==> src/rtl/csm_pkg.sv <==
// ============================================================================
// Module      : csm_pkg
// Description : Shared types and helpers for the carry-save multiplier
//               merge stage (FSM state enum, width helper, default sizing).
// Revision    : 1.0 - initial release
// ============================================================================
`default_nettype none

package csm_pkg;

  // Merge-stage control states.
  typedef enum logic [1:0] {
    IDLE  = 2'd0,
    MERGE = 2'd1,
    DONE  = 2'd2
  } csm_state_e;

  // Counter width that never collapses to zero bits (a single chunk still
  // needs a 1-bit index register).
  function automatic int unsigned clog2_min1(input int unsigned value);
    return (value <= 32'd1) ? 32'd1 : 32'($clog2(value));
  endfunction

  // Default sizing of the stage.
  localparam int unsigned DEF_N     = 8;
  localparam int unsigned DEF_CHUNK = 4;
  localparam int unsigned NCHUNK    = DEF_N / DEF_CHUNK;
  localparam int unsigned IDX_W     = clog2_min1(NCHUNK);

endpackage

`default_nettype wire

==> src/rtl/csm_chunk_adder.sv <==
// ============================================================================
// Module      : csm_chunk_adder
// Description : Combinational CHUNK-bit ripple-carry adder built from the
//               csm_fa cell.
// Revision    : 1.0 - initial release
// ============================================================================
`default_nettype none

module csm_chunk_adder #(
  parameter int unsigned CHUNK = 4
) (
  input  logic [CHUNK-1:0] a,
  input  logic [CHUNK-1:0] b,
  input  logic             cin,
  output logic [CHUNK-1:0] s,
  output logic             cout
);

  logic [CHUNK:0] c;

  assign c[0] = cin;

  generate
    for (genvar i = 0; i < CHUNK; i++) begin : g_fa
      csm_fa u_fa (
        .a    (a[i]),
        .b    (b[i]),
        .cin  (c[i]),
        .s    (s[i]),
        .cout (c[i+1])
      );
    end
  endgenerate

  assign cout = c[CHUNK];

endmodule

`default_nettype wire

==> src/rtl/csm_fa.sv <==
// ============================================================================
// Module      : csm_fa
// Description : Single-bit full adder cell (a + b + cin -> s, cout).
// Revision    : 1.0 - initial release
// ============================================================================
`default_nettype none

module csm_fa (
  input  logic a,
  input  logic b,
  input  logic cin,
  output logic s,
  output logic cout
);

  assign s    = a ^ b ^ cin;
  assign cout = (a & b) | (cin & (a ^ b));

endmodule

`default_nettype wire

==> src/rtl/csm_merge_stage.sv <==
// ============================================================================
// Module      : csm_merge_stage
// Description : Final carry-save multiplier stage. Resolves the redundant
//               upper sum/carry vectors with a chunked ripple merge, one
//               CHUNK-bit slice per clock, and emits the 2N-bit product over
//               a valid/ready handshake.
// Revision    : 1.0 - initial release
// ============================================================================
`default_nettype none

module csm_merge_stage
  import csm_pkg::*;
#(
  parameter int unsigned N     = DEF_N,
  parameter int unsigned CHUNK = DEF_CHUNK
) (
  input  logic           clk_i,
  input  logic           rst_ni,
  input  logic           in_valid_i,
  output logic           in_ready_o,
  input  logic [N-1:0]   sum_vec_i,
  input  logic [N-1:0]   carry_vec_i,
  input  logic [N-1:0]   lsb_prod_i,
  output logic           out_valid_o,
  input  logic           out_ready_i,
  output logic [2*N-1:0] product_o,
  output logic           err_o
);

  localparam int unsigned     CHUNKS   = N / CHUNK;
  localparam int unsigned     CNT_W    = clog2_min1(CHUNKS);
  localparam logic [CNT_W-1:0] LAST_IDX = CNT_W'(CHUNKS - 1);

  generate
    if ((N % CHUNK) != 0) begin : g_chunk_check
      $error("csm_merge_stage: N must be a multiple of CHUNK");
    end
  endgenerate

  csm_state_e       state;
  csm_state_e       state_next;
  logic [CNT_W-1:0] idx;
  logic             carry;
  logic [N-1:0]     sum_reg;
  logic [N-1:0]     carry_reg;
  logic [N-1:0]     lsb_reg;
  logic [N-1:0]     result_reg;
  logic [N-1:0]     result_next;
  logic [2*N-1:0]   product_reg;
  logic             err_reg;
  logic             accept;
  logic             is_last;
  logic [CHUNK-1:0] add_a;
  logic [CHUNK-1:0] add_b;
  logic [CHUNK-1:0] add_s;
  logic             add_cout;

  assign in_ready_o  = (state == IDLE) | ((state == DONE) & out_ready_i);
  assign accept      = in_valid_i & in_ready_o;
  assign is_last     = (idx == LAST_IDX);
  assign out_valid_o = (state == DONE);
  assign product_o   = product_reg;
  assign err_o       = err_reg;

  // Select the operand slice addressed by the chunk index.
  always_comb begin
    add_a = '0;
    add_b = '0;
    for (int unsigned k = 0; k < CHUNKS; k++) begin
      if (idx == CNT_W'(k)) begin
        add_a = sum_reg[k*CHUNK +: CHUNK];
        add_b = carry_reg[k*CHUNK +: CHUNK];
      end
    end
  end

  csm_chunk_adder #(
    .CHUNK (CHUNK)
  ) u_chunk_adder (
    .a    (add_a),
    .b    (add_b),
    .cin  (carry),
    .s    (add_s),
    .cout (add_cout)
  );

  // Merge the freshly added slice into the partial result.
  always_comb begin
    result_next = result_reg;
    for (int unsigned k = 0; k < CHUNKS; k++) begin
      if (idx == CNT_W'(k)) begin
        result_next[k*CHUNK +: CHUNK] = add_s;
      end
    end
  end

  // FSM state register.
  always_ff @(posedge clk_i or negedge rst_ni) begin
    if (!rst_ni) begin
      state <= IDLE;
    end else begin
      state <= state_next;
    end
  end

  // FSM next-state logic.
  always_comb begin
    state_next = state;
    unique case (state)
      IDLE:    if (accept) state_next = MERGE;
      MERGE:   if (is_last) state_next = DONE;
      DONE:    if (out_ready_i) state_next = in_valid_i ? MERGE : IDLE;
      default: state_next = IDLE;
    endcase
  end

  // Operand capture, chunk walk and result publication.
  always_ff @(posedge clk_i or negedge rst_ni) begin
    if (!rst_ni) begin
      idx         <= '0;
      carry       <= 1'b0;
      sum_reg     <= '0;
      carry_reg   <= '0;
      lsb_reg     <= '0;
      result_reg  <= '0;
      product_reg <= '0;
      err_reg     <= 1'b0;
    end else if (accept) begin
      sum_reg   <= sum_vec_i;
      carry_reg <= carry_vec_i;
      lsb_reg   <= lsb_prod_i;
      idx       <= '0;
      carry     <= 1'b0;
    end else if (state == MERGE) begin
      result_reg <= result_next;
      carry      <= add_cout;
      if (is_last) begin
        // Index returns to zero so a single-chunk build keeps idx at 0.
        idx         <= '0;
        err_reg     <= add_cout;
        product_reg <= {result_next, lsb_reg};
      end else begin
        idx <= idx + 1'b1;
      end
    end
  end

endmodule

`default_nettype wire

==> config.mk <==
export PLATFORM = sky130hd
export DESIGN_NAME = csm_merge_stage
export DESIGN_NICKNAME = d
export VERILOG_FILES = /design/src/rtl/csm_pkg.sv /design/src/rtl/csm_chunk_adder.sv /design/src/rtl/csm_fa.sv /design/src/rtl/csm_merge_stage.sv
export SDC_FILE = /design/constraint.sdc
export NUM_CORES = 1
export LEC_CHECK = 0
export ABC_CLOCK_PERIOD_IN_PS = 3700
export CORE_ASPECT_RATIO = 0.5
export CORE_MARGIN = 2
export CORE_UTILIZATION = 49
export CTS_CLUSTER_DIAMETER = 80
export DETAILED_ROUTE_END_ITERATION = 7
export GPL_TIMING_DRIVEN = 0
export PLACE_DENSITY = 0.78
export SLEW_MARGIN = 40
export SYNTH_ARGS = -nofsm -noshare
export SYNTH_HDL_FRONTEND = slang
export SYNTH_SLANG_ARGS = --single-unit
export TNS_END_PERCENT = 20
==> constraint.sdc <==
create_clock -name clk_i -period 3.7 [get_ports clk_i]
set_input_delay 0.37 -clock clk_i [delete_from_list [all_inputs] [get_ports clk_i]]
set_output_delay 0.37 -clock clk_i [all_outputs]
set_load 0.05 [all_outputs]
# After elaboration in Yosys (flattened, before gate mapping)
# Index checks and enable logic that the tools add are counted.
# totals
register_bits,53
inputBits,28
elab_cells,58
# op_classes
addsub,1
eq_ne,5
muxes,14
n_bitwise,24
reduce_logical,5
# op_table
cell,count
2-to-1 mux 4 bit,4
AND 1 bit,10
bitwise XOR 1 bit,8
2-to-1 mux 1 bit,6
2-to-1 mux 2 bit,3
one-hot mux 2 bit (3 select lines),1
AND reduction 3 bit,2
bitwise OR 1 bit,5
"!= test 2 bit, second input constant",2
"equality test 2 x 1 -> 1 bit, second input constant",1
"equality test 2 bit, second input constant",1
logical NOT 2 bit,1
"!= test 2 x 1 -> 1 bit, second input constant",1
AND reduction 2 bit,1
nonzero test 2 bit,1
"adder 1 bit, second input constant",1
NOT 1 bit,1

# Longest topological paths before layout
# logic_depth
word_depth,12
ltp_mapped,11
mapped_depth_nobuf,10

# Hierarchy
# A second synthesis with hierarchy kept.
# unflattened
cells_unflattened,164
area_unflattened_um2,2092.0
# modules_own_cells
mod,instances,cells_each,area_each_um2
csm_merge_stage,1,160,2011.9
csm_fa,4,1,20.0

# Least setup slack after synthesis
# No wires, ideal clock.
# synth_timing
path_type,flip-flop to flip-flop
from,register idx
to,register product_reg[15] (netlist: product_o[15])
setup_ns,0.083
arrival_ns,2.536
setup_slack_ns,1.081
stages_incl_launch_ff,11
synth_period_minus_slack_ns,2.619
path_cell_list,dfrtp_1 buf_2 mux2_2 fa_1 inv_1 fa_1 inv_1 fa_1 inv_1 fa_1 o21ai_0
# synth_via
elab_chain_cells,10
word_cells_on_any_way,18
cone_classes,3 x mux; 14 x bitwise; 1 x reduce/logical
# synth_rtl
item,line,text
start: declaration,csm_merge_stage.sv:42,logic [CNT_W-1:0] idx;
start signal: assignment,csm_merge_stage.sv:143,idx <= idx + 1'b1;
2-to-1 mux 4 bit,csm_merge_stage.sv:70,if (idx == CNT_W'(k)) begin
bitwise XOR 1 bit,csm_fa.sv:17,assign cout = (a & b) | (cin & (a ^ b));
AND 1 bit,csm_fa.sv:17,
bitwise OR 1 bit,csm_fa.sv:17,
AND 1 bit,csm_fa.sv:17,
bitwise OR 1 bit,csm_fa.sv:17,
AND 1 bit,csm_fa.sv:17,
bitwise OR 1 bit,csm_fa.sv:17,
bitwise XOR 1 bit,csm_fa.sv:16,assign s = a ^ b ^ cin;
2-to-1 mux 4 bit,csm_merge_stage.sv:91,if (idx == CNT_W'(k)) begin
end signal: assignment,csm_merge_stage.sv:141,"product_reg <= {result_next, lsb_reg};"
end: declaration,csm_merge_stage.sv:49,logic [2*N-1:0] product_reg;
# Parallel ways exist; a longest one is shown, timed or not.
# A chain may end at the register's enable or synchronous reset.

# Final worst setup path
# Ends and elaborated chain as after synthesis.

==> impl_metrics.csv <==
group,metric,value,unit
synth,yosysMostFrequentCell,"dfrtp_1",
synth,ys_top_cells_by_area,"dfrtp_1 59%, mux2_2 23%, fa_1 3.9%, mux2i_1 1.9%, o21ai_0 1.9%",
grt,antenna_found_initial,0,
timing,final_hold_viol_count,0,
clocking,cts_sinks,49,
timing,maxSlewHeadroom,66.08,%
die,die_h,49.91,µm
timing,period_share,77.79,%
synth,ys_seq_elements,49,
routing,drt_pre_antenna_iters,4,
timing,fmax,347.4,MHz
status,status,"finished, final reports clean",
clocking,tritoncts,"done",
layout,final_cell_count_no_fill,246,
layout,diodes,0,
die,start_util,52.11,%
synth,yosysTopAreaCell,"dfrtp_1",
clocking,clkLatencyLatePin,0.30,ns
timing,worst_pin_slew,0.5072,ns
synth,synth.area.mux_share,25.92,%
synth,synthesis.area,2066,µm²
grt,grt_max_degree,44,
placed_design,dp_hpwl,2620,µm
clocking,clockRootBuffer,"clkbuf_8",
timing,finalSetupViolCount,0,
synth,syn-num-nets,168,
clocking,post_cts_buffers,0,
timing,grt_setup_unrepaired,"no",
critical_path,cp_max_fo,10,
timing,fin_tns_setup,0,ns
synth,synth_top_area_share,59.36,%
synth,synth_simple_gate_area_share,4.724,%
synth,synthCells,136,
placed_design,place_inst,237,
die,die_area,4783,µm²
hold_path,hold_path.class,"input pin to async pin",
layout,drive_gt1_share,32.29,%
critical_path,critPathLaunchType,"flop",
synth,synthAdderAreaFrac,3.876,%
synth,synth_top_family_by_area,"multiplexers",
pwr,peakVddDrop,406.1,µV
critical_path,required,3.92,ns
placed_design,port_buffers,46,
die,num_io_pins,47,
grt,grt_pass1_vias,1276,
placed_design,place_area,2611,µm²
layout,largest_register_ffs,16,
placed_design,gp_congestion,0.7815,
timing,fin_skew,0.007397,ns
synth,synthArstFlopShare,100.0,%
timing,maxSlewViolCount,0,
synth,synth_compound_area_share,2.786,%
grt,grt_use_total,17.19,%
clocking,clockBufferDepth,2,
pwr,power.leakage,0.001148,µW
layout,post-route-util,68.40,%
routing,drc,0,
clocking,cts.repair.resized,0,
layout,final_area,2711,µm²
critical_path,crit_type,"flop to flop",
routing,first_iter_violations,37,
clocking,cts_buffers,5,
job,max-cap-violations,0,
synth,ys.flop_type,"dfrtp_1",
routing,antenna_left,0,
timing,fin_crit,2.878,ns
clocking,htreeDepth,2,
die,rows,16,
clocking,clk_pin_slew_worst_paths,0.09,ns
die,die_w,95.83,µm
layout,syn2layout_area_growth,31.25,%
grt,grt_overflow_total,0,
synth,yosysWarnings,0,
synth,avgSynthCellArea,15.19,µm²
synth,yosysSeqAreaShare,59.36,%
routing,vias,1226,
routing,avgRoutedWirePerCell,14.85,µm
critical_path,cp.arrival,3.10,ns
layout,num-nets-final,223,
grt,grt_pass1_wl,6051,µm
routing,via_per_inst,4.984,
pwr,p_total,2720,µW
synth,yosys.cell_types.count,21,
die,core,3964,µm²
pwr,p_per_area,1003,nW/µm²
synth,synth_xor_area_share,0.4240,%
routing,routed_wl,3652,µm
synth,synthTopCellsByCount,"49 x dfrtp_1, 43 x mux2_2, 8 x o21ai_0, 6 x nand2_1",
synth,synth_edf_count,0,
critical_path,setup.worst_path.end_class,"flop",
repair_timing:
action                                  CTS  global route
endpoints found under the setup margin    0             0
hold buffers                              1             0
endpoints found under the hold margin     6             0
cell families after synthesis:
logic type,count (synthesis)
multiplexers,48
XOR/XNOR,1
AO/OA/AOI/OAI,10
buffers and inverters,10
AND/OR/NAND/NOR,14
adder cells (fa/ha/maj),4
flip-flops,49
per-layer routing:
metal	part of all wire [%]	track usage, %	vias up
met3	5.0	4.740	5
met1	46	22.57	615
met4	1.2	5.714	0
met5	0	0	-
li1	-	-	579
met2	48	27.74	27
where the power goes:
part | switching [µW] | internal, µW | leakage, µW
Combinational | 795 | 661 | 0.000520
Clock | 183 | 134 | 0.0000445
Sequential | 138 | 809 | 0.000584
Total | 1120 | 1600 | 0.00115
worst max-delay path, stage by stage, from the launching register on:
cell and delay [ns]:
dfrtp_1 0.40, buf_2 0.30, mux2_2 0.40, fa_1 0.38, inv_1 0.08, fa_1 0.16, inv_1 0.05, fa_1 0.35
inv_1 0.08, fa_1 0.45, o21ai_0 0.17
final timing paths:
path / depth (start not counted) / start / slack [ns] / end
worst max-delay path: 10 / idx / 0.82 / product_o[15]
min in group clk_i: 2 / product_o[13] / 0.49 / product_o[13]
worst min-delay path: 2 / rst_ni / 0.42 / sum_reg[6]
worst min register to register: 2 / product_o[13] / 0.49 / product_o[13]
max in group asynchronous: 3 / rst_ni / 2.86 / lsb_reg[0]
worst max register to register: 10 / idx / 0.82 / product_o[15]
layout by cell type, fill, tap and decap left out, drive strengths merged:
cell type      synthesis  layout
or3b                   1       1
nor2b                  2       2
xnor2                  1       1
mux2                  44      44
clkbuf                 1       6
nor2                   1       1
clkinv                 0       1
nand2b                 2       2
nand2                  6       6
dlygate4sd3            0       1
nor3b                  1       1
buf                    6       8
clkinvlp               0       1
inv                    3       4
o21ai                  8       8
a22o                   2       2
mux2i                  4       4
fa                     4       4
nand3b                 1       1
clkdlybuf4s50          0      45
dfrtp                 49      49
layout make-up:
cell class	count	area [µm²]
Clock buffer	5	68.82
Timing Repair Buffer	48	488.0
Clock inverter	3	21.27
Inverter	3	11.26
Multi-Input combinational cell	77	779.5
Tap cell	54	67.56
Fill cell	302	1252
Sequential cell	49	1226
Buffer	7	48.80
through the flow:
step           hold WS [ns]  setup WS, ns
2_1_floorplan       0.07441         1.081
3_3_place_gp         0.4666        0.9033
3_5_place_dp         0.1925        0.8631
4_1_cts              0.4125        0.8199
5_1_grt              0.4273        0.6898
6_report             0.4179        0.8216
Power figures use the tool's default switching activity.
